--- src/rtl/code_lock_ctrl.sv ---
// Keypad code-entry lock controller: 4-digit compare, retry/alarm sequencing, blink and unlock outputs.
// Outputs are registered one edge after the sampled key; keys outside IDLE/ENTRY are dropped, no backpressure.
module code_lock_ctrl #(
  parameter logic [15:0] CODE          = 16'h1234,
  parameter int          MAX_TRIES     = 3,
  parameter int          UNLOCK_CYCLES = 50000000,
  parameter int          FAIL_CYCLES   = 25000000,
  parameter int          ALARM_CYCLES  = 250000000,
  parameter int          BLINK_DIV     = 6250000,
  parameter int          ENTRY_TIMEOUT = 100000000
) (
  input  logic       clk,
  input  logic       rst_n,
  input  logic       key_valid,
  input  logic [3:0] key_val,
  output logic [2:0] command,
  output logic       blink,
  output logic       unlocked
);

  localparam int TM_A = (UNLOCK_CYCLES > FAIL_CYCLES) ? UNLOCK_CYCLES : FAIL_CYCLES;
  localparam int TM_B = (ALARM_CYCLES > ENTRY_TIMEOUT) ? ALARM_CYCLES : ENTRY_TIMEOUT;
  localparam int TMAX = (TM_A > TM_B) ? TM_A : TM_B;
  localparam int TW   = $clog2(TMAX + 1);
  localparam int DW   = $clog2(BLINK_DIV + 1);
  localparam int FW   = $clog2(MAX_TRIES + 1);

  localparam logic [TW-1:0] UNLOCK_LAST = TW'(UNLOCK_CYCLES - 1);
  localparam logic [TW-1:0] FAIL_LAST   = TW'(FAIL_CYCLES - 1);
  localparam logic [TW-1:0] ALARM_LAST  = TW'(ALARM_CYCLES - 1);
  localparam logic [TW-1:0] TO_LAST     = TW'(ENTRY_TIMEOUT - 1);
  localparam logic [DW-1:0] DIV_LAST    = DW'(BLINK_DIV - 1);
  localparam logic [FW-1:0] TRY_LAST    = FW'(MAX_TRIES - 1);

  typedef enum logic [2:0] {
    S_IDLE  = 3'd0,
    S_ENTRY = 3'd1,
    S_CHECK = 3'd2,
    S_OPEN  = 3'd3,
    S_FAIL  = 3'd4,
    S_ALARM = 3'd5,
    S_CLR   = 3'd6
  } state_t;

  state_t        state_q, state_d;
  logic [15:0]   entry_q, entry_d;
  logic [2:0]    cnt_q, cnt_d;
  logic [FW-1:0] fail_q, fail_d;
  logic [TW-1:0] timer_q, timer_d;
  logic [DW-1:0] div_q, div_d;
  logic          blink_q, blink_d;
  logic [2:0]    command_q, command_d;
  logic          unlocked_q, unlocked_d;
  logic          key_digit, key_cancel;

  always_comb begin
    state_d    = state_q;
    entry_d    = entry_q;
    cnt_d      = cnt_q;
    fail_d     = fail_q;
    timer_d    = timer_q + TW'(1);
    div_d      = '0;
    blink_d    = 1'b1;
    command_d  = 3'b000;
    unlocked_d = 1'b0;
    key_digit  = key_valid && (key_val <= 4'd9);
    key_cancel = key_valid && (key_val == 4'hA);

    case (state_q)
      S_IDLE: begin
        timer_d = '0;
        cnt_d   = '0;
        if (key_digit) begin
          entry_d = {12'h000, key_val};
          cnt_d   = 3'd1;
          state_d = S_ENTRY;
        end
      end
      S_ENTRY: begin
        // A key arriving on the timeout edge takes priority over the timeout.
        if (key_cancel) begin
          cnt_d   = '0;
          state_d = S_IDLE;
        end else if (key_digit) begin
          entry_d = {entry_q[11:0], key_val};
          cnt_d   = cnt_q + 3'd1;
          timer_d = '0;
          if (cnt_q == 3'd3) state_d = S_CHECK;
        end else if (timer_q == TO_LAST) begin
          cnt_d   = '0;
          state_d = S_IDLE;
        end
      end
      S_CHECK: begin
        if (entry_q == CODE) begin
          fail_d  = '0;
          state_d = S_OPEN;
        end else begin
          fail_d  = fail_q + FW'(1);
          state_d = (fail_q >= TRY_LAST) ? S_ALARM : S_FAIL;
        end
      end
      S_OPEN:  if (timer_q == UNLOCK_LAST) state_d = S_IDLE;
      S_FAIL:  if (timer_q == FAIL_LAST)   state_d = S_IDLE;
      S_ALARM: if (timer_q == ALARM_LAST)  state_d = S_CLR;
      S_CLR: begin
        fail_d  = '0;
        state_d = S_IDLE;
      end
      default: begin
        cnt_d   = '0;
        state_d = S_IDLE;
      end
    endcase

    if (state_d != state_q) timer_d = '0;

    // Divider runs only while staying in a blinking state; entry edge restarts it.
    if ((state_d == S_FAIL || state_d == S_ALARM) && state_d == state_q) begin
      if (div_q == DIV_LAST) begin
        blink_d = ~blink_q;
      end else begin
        div_d   = div_q + DW'(1);
        blink_d = blink_q;
      end
    end

    case (state_d)
      S_ENTRY: command_d = cnt_d;
      S_CHECK, S_OPEN, S_FAIL: command_d = 3'b100;
      S_ALARM: command_d = 3'b101;
      S_CLR:   command_d = 3'b110;
      default: command_d = 3'b000;
    endcase
    unlocked_d = (state_d == S_OPEN);
  end

  always_ff @(posedge clk or negedge rst_n) begin
    if (!rst_n) begin
      state_q    <= S_IDLE;
      entry_q    <= '0;
      cnt_q      <= '0;
      fail_q     <= '0;
      timer_q    <= '0;
      div_q      <= '0;
      blink_q    <= 1'b1;
      command_q  <= 3'b000;
      unlocked_q <= 1'b0;
    end else begin
      state_q    <= state_d;
      entry_q    <= entry_d;
      cnt_q      <= cnt_d;
      fail_q     <= fail_d;
      timer_q    <= timer_d;
      div_q      <= div_d;
      blink_q    <= blink_d;
      command_q  <= command_d;
      unlocked_q <= unlocked_d;
    end
  end

  assign command  = command_q;
  assign blink    = blink_q;
  assign unlocked = unlocked_q;

endmodule
--- config.mk ---
export PLATFORM = sky130hd
export DESIGN_NAME = code_lock_ctrl
export DESIGN_NICKNAME = d
export VERILOG_FILES = /design/src/rtl/code_lock_ctrl.sv
export SDC_FILE = /design/constraint.sdc
export NUM_CORES = 1
export LEC_CHECK = 0
export ABC_CLOCK_PERIOD_IN_PS = 4400
export CAP_MARGIN = 40
export CORE_UTILIZATION = 45
export CTS_CLUSTER_SIZE = 25
export DETAILED_ROUTE_END_ITERATION = 10
export DONT_BUFFER_PORTS = 1
export PLACE_DENSITY = 0.7
export SYNTH_ARGS = -nofsm -noshare
export SYNTH_HDL_FRONTEND = slang
export SYNTH_SLANG_ARGS = --single-unit
--- constraint.sdc ---
create_clock -name clk -period 4.4 [get_ports clk]
set_input_delay 0.88 -clock clk [delete_from_list [all_inputs] [get_ports clk]]
set_output_delay 0.88 -clock clk [all_outputs]
set_load 0.05 [all_outputs]
**Word level (Yosys, flattened, before mapping)**

Index checks and enable logic that the tools add are counted.

- Logic and storage cells: 83
- Bits in registers: 80
- Output and inout bits: 5
- Input bits: 7

- $add $sub $neg: 4
- Eq/ne operators: 26
- Reduce and logical (&&, ||, !) cells: 10
- Bitwise gates (word level): 1
- Magnitude comparators: 2
- Multiplexer cells: 31

Operator list:

| operator | count |
|---|---|
| $mux 28 | 3 |
| $pmux 28 s2 | 1 |
| $mux 16 | 3 |
| $mux 23 | 2 |
| $mux 3 | 12 |
| $pmux 16 s2 | 1 |
| $add 28x1->28 const B | 1 |
| $eq 28x25->1 const B | 1 |
| $eq 28x26->1 const B | 1 |
| $eq 28x27->1 const B | 1 |
| $eq 28x28->1 const B | 1 |
| $add 23x1->23 const B | 1 |
| $eq 23x23->1 const B | 1 |
| $eq 3x3->1 const B | 6 |
| $pmux 3 s6 | 1 |
| $eq 16x13->1 const B | 1 |
| $eq 3x2->1 const B | 5 |
| $pmux 3 s4 | 1 |
| $pmux 3 s3 | 1 |
| $eq 3x1->1 const B | 2 |
| $ne 2x2->1 const B | 3 |
| $reduce_or 5->1 | 1 |
| $eq 4x4->1 const B | 1 |
| $le 4x4->1 const B | 1 |
| other kinds (16) | 22 |

**Logic depth before layout (Yosys ltp)**

Gate-level depths: netlist of run 1.

- Word-level depth: 9
- Gate-level depth with buffers: 10
- Gate-level depth less buffers: 8

**Worst setup path after synthesis of run 1**

Ideal clock, no wire load.

- Path kind: input -> register
- Start point: input key_val[1]
- End point: register timer_q[10]
- Setup time: 0.145 ns
- Stages on the path: 7
- Setup slack: 1.710 ns
- Arrival time: 2.545 ns
- Buffers on the path: 1
- Required time: 4.255 ns
- Cell sequence: o21ai_0 > nand2_1 > o211a_1 > nor4_4 > mux2i_4 > buf_6 > nor3_2

- Longest elaborated chain between the ends: 7
- Elaborated cells between the ends (all ways): 13
- Classes of those cells: 1 x order compare; 2 x eq/ne; 8 x mux; 2 x reduce/logical

Ends and longest elaborated chain:

| item | RTL line | RTL |
|---|---|---|
| start, declared | 15 | `input logic [3:0] key_val,` |
| $le 4x4->1 | 66 | `key_digit = key_valid && (key_val <= 4'd9);` |
| $logic_and 1x1->1 | 66 |  |
| $mux 3 | 84 | `end else if (key_digit) begin` |
| $mux 3 | 81 | `if (key_cancel) begin` |
| $pmux 3 s6 | 69 | `case (state_q)` |
| $ne 3x3->1 | 116 | `if (state_d != state_q) timer_d = '0;` |
| $mux 28 (*) | 116 |  |
| net timer_d[10] | 49 | `logic [TW-1:0] timer_q, timer_d;` |
| end signal, assigned | 154 | `timer_q <= timer_d;` |
| end, declared | 49 |  |

The timed path passes the listed nets; every way through them passes the cells marked *.
A chain may end at the register's enable or synchronous reset.

**Worst setup path in the final report of run 1**

- Start point: register timer_q[0]
- End point: register timer_q[15]

- Longest elaborated chain between the ends: 7
- Elaborated cells between the ends (all ways): 17
- Classes of those cells: 1 x add/sub; 5 x eq/ne; 11 x mux

Ends and longest elaborated chain:

| item | RTL line |
|---|---|
| branches (longest 6 deep; another with $add 28x1->28) | n/a |
| $mux 28 (*) | 116 |
| net timer_d[15] | 49 |

Mark *: on every way through the listed nets, which the timed path passes.

==> impl_metrics.csv, run 1 <==
group,metric,value,unit
synthesis,synth_top_family_by_area,"simple AND/OR/NAND/NOR gates",
timing,worstMarginPinSlew,0.832,ns
synthesis,yosys_warnings,0,
route,ant_nets,0,
timing,skew,0.00868,ns
clocking,cts-htree-levels,3,
global_routing,grt_util_all_layers,0.183,
clocking,cts-root-buf,"clkbuf_8",
timing,setup_viol,0,
timing,fin_crit,3.15,ns
timing,rsz0062_at_grt,"false",
synthesis,synthFlopType,"dfrtp_1",
power,p_per_area,287,nW/um2
clocking,clk_pin_slew,0.09,ns
critical_path,slowest_stage,"mux2i_4",
critical_path,cpPeakStageDelay,0.78,ns
route,drt_iter0_drc,166,
critical_path,crit_fanout,20,
place,globalplace.congestion,0.864,
final_layout,final_common_cell,"dfrtp_1",
hold_path,hold_path_class,"in -> async",
synthesis,synthMuxAreaShare,0.0159,
clocking,clk_latency,0.35,ns
flow_run,maxCapViolCount,0,
final_layout,register_area,2000,um2
timing,final.setup.tns,0,ns
place,io_buffers,0,
power,clkPwrFrac,0.436,
synthesis,synth_seq_area_share,0.471,
timing,min_period_over_period,0.716,
route,routedWlPerCell,15.1,um
run_status,status,"finished, final reports clean",
floorplan,start_util,0.462,
critical_path,worstPathCellList,"ha_1, and4_1, nand4_1, o2111a_2, nor4_4, mux2i_4, buf_4, nor3_2",
critical_path,cp.arrival,3.38,ns
critical_path,endpoint_kind,"flip-flop",
floorplan,dieHeight,99.2,um
synthesis,synth_compound_area_frac,0.0586,
floorplan,die_area,9840,um2
clocking,cts_tree,"built",
critical_path,path_buf_inv,1,
final_layout,post-route-util,0.495,
synthesis,synth-seq-cells,80,
synthesis,syn_nets,434,
power,p_seq_frac,0.563,
global_routing,first_global_vias,3062,
final_layout,fillers,847,
critical_path,critPathKind,"reg -> reg",
final_layout,num_antenna_cells,0,
timing,max_freq,318,MHz
synthesis,async_reset_ff_frac,1.00,
route,wl,8.14,mm
final_layout,final_cell_mix,"dfrtp_1, nand2_1, nor2_1",
place,place_area,4340,um2
global_routing,grt_overflow,0,
power,pwr-share-comb,0.002,
clocking,clock_path_buffers,2,
place,dp_hpwl,5.66,mm
power,netSwitchingFraction,0.218,
final_layout,drive_gt1_frac,0.129,
final_layout,area_growth,7.18,%
synthesis,synth_xor_area_frac,0.0989,
floorplan,coreArea,9200,um2
route,drc_errors,0,
clocking,cts_buffers,9,
power,p_int,1.02,mW
synthesis,synth_area,4250,um2
clocking,ctsHoldBuffers,0,
critical_path,crit_family,"simple AND/OR/NAND/NOR gates",
global_routing,grt_pass1_wl,14.5,mm
clocking,cts_setup_buffers,0,
synthesis,yosys.area_share.simple,0.311,
final_layout,multi_input_area,2120,um2
synthesis,ys_types,55,
synthesis,synth_cells,422,
critical_path,startpoint_type,"flip-flop",
floorplan,num_rows,35,
route,avgViaCountPerCell,5.58,
timing,layout_setup_ws,1.25,ns
floorplan,io_pins,12,
global_routing,antenna_found_initial,0,
power,p_sw,285,uW
clocking,clkSinkCount,80,
timing,relSlewSlack,0.433,
route,via_count,3002,
route,drtPass1Iterations,4,
global_routing,grt_start_max_net_pins,81,
floorplan,die_x,99.2,um
synthesis,synth_fa_ha_area_frac,0.0147,
power,cellLeakagePower,1.87,nW
final_layout,fin_nets,434,
power,irDropWorstVdd,154,uV
final_layout,final_area,4560,um2
timing,maxSlewViolCount,0,
place,place_ws,1.02,ns
synthesis,synth_edf_count,0,
critical_path,required,4.63,ns
synthesis,syn_area_per_cell,10.1,um2
timing,hold_viol_final,0,
clocking,ctsResizeCount,0,
-- stage by stage --
| stage | instances | power (mW) | hold slack (ns) |
|---|---|---|---|
| after floorplan | 422 | 0.751 | 0.425 |
| after global placement | 521 | 0.751 | 0.439 |
| after detailed placement | 522 | 0.751 | 0.454 |
| after CTS | 538 | 1.32 | 0.198 |
| after global routing | 538 | 1.36 | 0.179 |
| final | 538 | 1.31 | 0.210 |
-- registers in the layout (all words and copies together) (netlist names) --
name / flops
div_q: 23
state_q: 3
entry_q: 16
fail_q: 2
command: 3
unlocked: 1
cnt_q: 3
blink: 1
timer_q: 28
-- kinds of logic after synthesis --
| family | count (synthesis) |
|---|---|
| compound gates | 39 |
| xor+xnor | 48 |
| fa+ha+maj | 5 |
| buf+inv | 26 |
| flops | 80 |
| mux | 5 |
| simple gates | 219 |
-- power by group through the flow --
stage	Combinational [mW]	Clock, mW	Sequential, mW
floorplan	0.00159	0	0.749
global placement	0.00181	0	0.749
detailed placement	0.00195	0	0.749
CTS	0.00196	0.587	0.735
global route	0.00211	0.622	0.735
finish	0.00197	0.569	0.734
-- layer usage --
layer,GRT usage,up-vias,part of all wire
met2,0.300,41,0.48
met4,0.0554,0,0.012
li1,-,1494,-
met5,0,-,0
met3,0.0429,9,0.032
met1,0.242,1458,0.47
-- synth_stat cells, types with 4 or more instances --
cell / count / area, um2
nand4_1: 19 / 119
o21ai_0: 19 / 95.1
inv_1: 11 / 41.3
xor2_1: 24 / 210
clkbuf_1: 9 / 33.8
nor4b_1: 4 / 35.0
mux2_2: 4 / 45.0
ha_1: 5 / 62.6
nor2_1: 38 / 143
dfrtp_1: 79 / 1980
and4_1: 5 / 43.8
and2_1: 5 / 31.3
nor4bb_1: 5 / 50.1
nor4_1: 6 / 37.5
xnor2_1: 24 / 210
and3_1: 10 / 62.6
nand2_1: 51 / 191
nand3_1: 17 / 85.1
nor3_2: 18 / 180
nor3_1: 15 / 75.1
-- worst register-to-register path: cells and delay by family (launching register included) --
kind / cells / cell delay, ns
AND/OR/NAND/NOR: 4 / 0.94
multiplexers: 1 / 0.78
flip-flops: 1 / 0.41
AO/OA/AOI/OAI: 1 / 0.34
buffers and inverters: 1 / 0.33
adder cells (fa/ha/maj): 1 / 0.22
-- layout make-up --
type,instances,share of cell area
multi-input cells,316,0.466
flip-flops and latches,80,0.440
inverters,11,0.00906
well taps,111,0.0305
clock buffers,10,0.0302
clock inverters,6,0.0162
repair buffers,4,0.00824
-- final timing paths --
check	startpoint	endpoint	slack [ns]	cells past startpoint
setup / recovery	timer_q[0]	timer_q[15]	1.25	8
max in group asynchronous	rst_n	blink	4.01	0
min in group clk	div_q[0]	div_q[0]	0.47	1
hold reg to reg	div_q[0]	div_q[0]	0.47	1
hold / removal	rst_n	div_q[11]	0.21	0
setup reg to reg	timer_q[0]	timer_q[15]	1.25	8
(Power assumes the default switching activity.)
==> run 2, diff against run 1 <==
Settings changed: ABC_CLOCK_PERIOD_IN_PS 4400 to 2800, PLACE_DENSITY 0.7 to 0.72.
Clock period 4.4 ns to 2.8 ns, I/O delays scaled along.
==> impl_metrics.csv, run 2 (synthesized netlist as in run 1, its figures left out) <==
group,metric,value,unit
run_status,status,"finished, final reports clean",
clocking,clock_path_buffers,2,
timing,max_freq,387,MHz
global_routing,grt_pass1_wl,15.3,mm
final_layout,fin_nets,482,
timing,relSlewSlack,0.666,
global_routing,grt_start_max_net_pins,80,
floorplan,coreArea,9200,um2
place,io_buffers,0,
route,drc_errors,0,
clocking,ctsResizeCount,0,
floorplan,num_rows,35,
critical_path,r2r_slack,0.21,ns
critical_path,crit_family,"simple AND/OR/NAND/NOR gates",
clocking,clk_pin_slew,0.08,ns
final_layout,fillers,790,
critical_path,endpoint_kind,"flip-flop",
clocking,cts-htree-levels,3,
final_layout,area_growth,17.4,%
timing,fin_crit,2.59,ns
clocking,cts_buffers,9,
critical_path,timing.rr.end,"timer_q[27]",
final_layout,post-route-util,0.542,
route,via_count,3219,
clocking,clk_latency,0.36,ns
critical_path,r2r_start,"entry_q[8]",
final_layout,reg_top3,"timer_q x28, div_q x23, entry_q x16",
hold_path,hold_path_class,"in -> async",
clocking,clkSinkCount,80,
route,drtPass1Iterations,4,
route,avgViaCountPerCell,5.49,
place,globalplace.congestion,0.878,
clocking,cts_tree,"built",
timing,min_period_over_period,0.924,
global_routing,antenna_found_initial,0,
critical_path,crit_fanout,14,
final_layout,final_cell_mix,"dfrtp_1, nand2_1, buf_4",
route,ant_nets,0,
critical_path,worstPathCellList,"or4b_1, o41ai_1, buf_4, o2111a_2, nor4_4, mux2i_4, buf_16, nor3_1",
floorplan,start_util,0.462,
critical_path,startpoint_type,"flip-flop",
critical_path,cp.arrival,2.81,ns
route,wl,8.67,mm
critical_path,cpPeakStageDelay,0.55,ns
final_layout,final_common_cell,"dfrtp_1",
global_routing,grt_util_all_layers,0.195,
timing,worstMarginPinSlew,0.501,ns
global_routing,first_global_vias,3268,
floorplan,die_area,9840,um2
critical_path,required,3.02,ns
power,irDropWorstVdd,231,uV
route,drt_iter0_drc,183,
place,dp_hpwl,6.10,mm
clocking,cts-root-buf,"clkbuf_8",
final_layout,largest_reg_flops,28,
critical_path,path_buf_inv,2,
power,p_per_area,435,nW/um2
final_layout,largest-register,"timer_q",
critical_path,slowest_stage,"or4b_1",
critical_path,critPathKind,"reg -> reg",
power,cellLeakagePower,2.15,nW
global_routing,grt_overflow,0,
timing,setup_viol,0,
floorplan,dieHeight,99.2,um
timing,final.setup.tns,0,ns
final_layout,num_antenna_cells,0,
floorplan,die_x,99.2,um
power,power,2.17,mW
flow_run,maxCapViolCount,0,
floorplan,io_pins,12,
timing,rsz0062_at_grt,"false",
timing,maxSlewViolCount,0,
route,routedWlPerCell,14.8,um
final_layout,drive_gt1_frac,0.217,
timing,hold_viol_final,0,
critical_path,reg2reg_depth,8,
timing,skew,0.00867,ns
run 2: how the worst max path moves through the flow:
| stage | endpoint | slack [ns] | from | cells past startpoint |
|---|---|---|---|---|
| final | timer_q[27] | 0.21 | entry_q[8] | 8 |
| after global placement | timer_q[3] | -0.27 | entry_q[8] | 7 |
| after CTS | timer_q[4] | 0.20 | entry_q[8] | 8 |
| after global routing | timer_q[3] | 0.04 | entry_q[10] | 8 |
| after detailed placement | timer_q[27] | -0.11 | entry_q[10] | 8 |
| after floorplan | timer_q[10] | 0.34 | timer_q[0] | 9 |
run 2: metal layers:
metal | global-route usage | routed length, um | vias up
li1 | - | - | 1593
met1 | 0.254 | 4060 | 1565
met2 | 0.316 | 4270 | 50
met3 | 0.0541 | 259 | 11
met4 | 0.0611 | 88 | 0
met5 | 0 | 0 | -
run 2: stage by stage:
| stage | std cells | setup WS (ns) | cell area, um2 | hold WS, ns |
|---|---|---|---|---|
| 2_1_floorplan | 422 | 0.344 | 4250 | 0.264 |
| 3_3_place_gp | 566 | -0.270 | 4670 | 0.267 |
| 3_5_place_dp | 567 | -0.108 | 4690 | 0.266 |
| 4_1_cts | 586 | 0.198 | 4990 | 0.0177 |
| 5_1_grt | 586 | 0.0411 | 4990 | 0.00617 |
| 6_report | 586 | 0.213 | 4990 | 0.0401 |
run 2: final cells by class:
cell class | count | area, um2 | share of cell area
Inverter | 11 | 41.3 | 0.00828
Timing Repair Buffer | 52 | 443 | 0.0888
Tap cell | 111 | 139 | 0.0278
Clock buffer | 11 | 151 | 0.0303
Sequential cell | 80 | 2000 | 0.402
Multi-Input combinational cell | 316 | 2120 | 0.426
Clock inverter | 5 | 87.6 | 0.0176
run 2: worst reg2reg max path, delay by kind of cell, from the launching register on:
kind,cells,cell delay (ns)
compound gates,2,0.67
buf+inv,2,0.38
flops,1,0.40
mux,1,0.31
simple gates,3,0.70
run 2: repair_timing:
action,4_1_cts,5_1_grt
setup endpoints to repair,14,0
setup buffers,2,0
hold endpoints to repair,79,0
hold buffers,1,0
run 2: report_power, final:
group / total (mW) / leakage, nW / internal (mW) / switching, mW
Clock: 0.988 / 0.118 / 0.558 / 0.430
Combinational: 0.0297 / 0.957 / 0.00628 / 0.0234
Sequential: 1.15 / 1.08 / 1.15 / 0
==> run 3, diff against run 2 <==
Settings changed: CORE_MARGIN set to 3.
==> impl_metrics.csv, run 3 (synthesized netlist as in run 1, its figures left out) <==
group,metric,value,unit
floorplan,io_pins,12,
floorplan,coreArea,8930,um2
floorplan,die_x,103,um
global_routing,antenna_found_initial,0,
critical_path,startpoint_type,"flip-flop",
clocking,clkSinkCount,80,
global_routing,first_global_vias,3237,
power,cellLeakagePower,2.15,nW
route,ant_nets,0,
final_layout,post-route-util,0.554,
global_routing,grt_util_all_layers,0.185,
clocking,clock_path_buffers,2,
route,avgViaCountPerCell,5.56,
critical_path,crit_fanout,7,
timing,rsz0062_at_grt,"false",
clocking,clk_latency,0.36,ns
timing,relSlewSlack,0.649,
clocking,clk_pin_slew,0.09,ns
critical_path,r2r_slack,0.29,ns
route,via_count,3246,
final_layout,drive_gt1_frac,0.218,
route,wl,8.88,mm
critical_path,path_buf_inv,1,
place,globalplace.congestion,0.842,
route,drt_iter0_drc,190,
critical_path,worstPathCellList,"ha_1, and4_1, nand4_1, o2111a_2, nor4_4, mux2i_4, buf_4, nor3b_1",
critical_path,cpPeakStageDelay,0.39,ns
timing,hold_viol_final,0,
timing,final.setup.tns,0,ns
critical_path,cp.arrival,2.74,ns
clocking,cts_tree,"built",
final_layout,final_area,4950,um2
critical_path,crit_family,"simple AND/OR/NAND/NOR gates",
route,drtPass1Iterations,4,
final_layout,largest_reg_flops,28,
final_layout,area_growth,16.5,%
final_layout,fillers,771,
floorplan,start_util,0.476,
timing,skew,0.0143,ns
critical_path,endpoint_kind,"flip-flop",
critical_path,slowest_stage,"mux2i_4",
timing,worstMarginPinSlew,0.520,ns
final_layout,num_antenna_cells,0,
flow_run,maxCapViolCount,0,
clocking,cts-htree-levels,3,
final_layout,largest-register,"timer_q",
place,place_area,4700,um2
timing,maxSlewViolCount,0,
global_routing,grt_start_max_net_pins,80,
clocking,ctsResizeCount,0,
place,place_ws,0.0568,ns
power,irDropWorstVdd,267,uV
timing,max_freq,398,MHz
clocking,cts-root-buf,"clkbuf_8",
timing,min_period_over_period,0.897,
clocking,cts_buffers,9,
floorplan,num_rows,34,
power,power,2.08,mW
route,routedWlPerCell,15.2,um
timing,setup_viol,0,
place,io_buffers,0,
place,dp_hpwl,6.32,mm
floorplan,die_area,10600,um2
global_routing,grt_pass1_wl,15.6,mm
route,drc_errors,0,
timing,fin_crit,2.51,ns
critical_path,required,3.02,ns
final_layout,reg_top3,"timer_q x28, div_q x23, entry_q x16",
final_layout,fin_nets,483,
hold_path,hold_path_class,"in -> async",
floorplan,dieHeight,103,um
final_layout,final_cell_mix,"dfrtp_1, nand2_1, buf_4",
critical_path,critPathKind,"reg -> reg",
final_layout,final_common_cell,"dfrtp_1",
power,p_per_area,420,nW/um2
timing,layout_setup_ws,0.288,ns
run_status,status,"finished, final reports clean",
global_routing,grt_overflow,0,
[run 3: cell count changes in the layout (fill, tap and decap cells not counted), sizes merged]
cell,change
bufinv,-1
buf,+1
clkbuf,-1
inv,+2
clkinvlp,-1
clkinv,+1
[run 3: worst reg2reg max path: stages, from the launching register on]
cell	delay (ns)
dfrtp_1	0.35
ha_1	0.21
and4_1	0.29
nand4_1	0.16
o2111a_2	0.33
nor4_4	0.34
mux2i_4	0.39
buf_4	0.24
nor3b_1	0.07
[run 3: layout make-up]
class,count,area (um2),share of cell area
sequential,80,2000,0.404
timing repair buffer,53,438,0.0884
multi-input combinational,316,2120,0.429
inverter,11,41.3,0.00834
clock buffer,10,138,0.0278
tap,108,135,0.0273
clock inverter,6,73.8,0.0149
[run 3: where the power goes]
part | internal (mW) | leakage, nW | switching [mW]
sequential | 1.15 | 1.08 | 0
combinational | 0.00628 | 0.960 | 0.0236
clock | 0.449 | 0.108 | 0.446
[run 3: worst paths after layout]
path,depth (start not counted),startpoint,to
hold reg to reg,1,div_q[0],div_q[0]
setup / recovery,8,timer_q[0],timer_q[1]
setup reg to reg,8,timer_q[0],timer_q[1]
min in group clk,1,key_val[1],entry_q[1]
hold / removal,0,rst_n,blink
max in group asynchronous,1,rst_n,timer_q[26]
[run 3: layer usage]
metal	global-route usage	wire length, um	share of wire
met5	0	0	0
met4	0.0538	141	0.016
met3	0.0429	345	0.039
met2	0.291	4170	0.47
met1	0.257	4220	0.48
[run 3: through the flow]
step                hold WS, ns  instances
CTS                      0.0170        582
global route            0.00661        584
finish                   0.0297        584
detailed placement        0.267        565
floorplan                 0.264        422
global placement          0.267        564
[run 3: timing repair]
item | CTS | global route
hold endpoints to repair | 79 | 0
hold buffers | 1 | 0
setup buffers | 0 | 2
endpoints found under the setup margin | 0 | 22
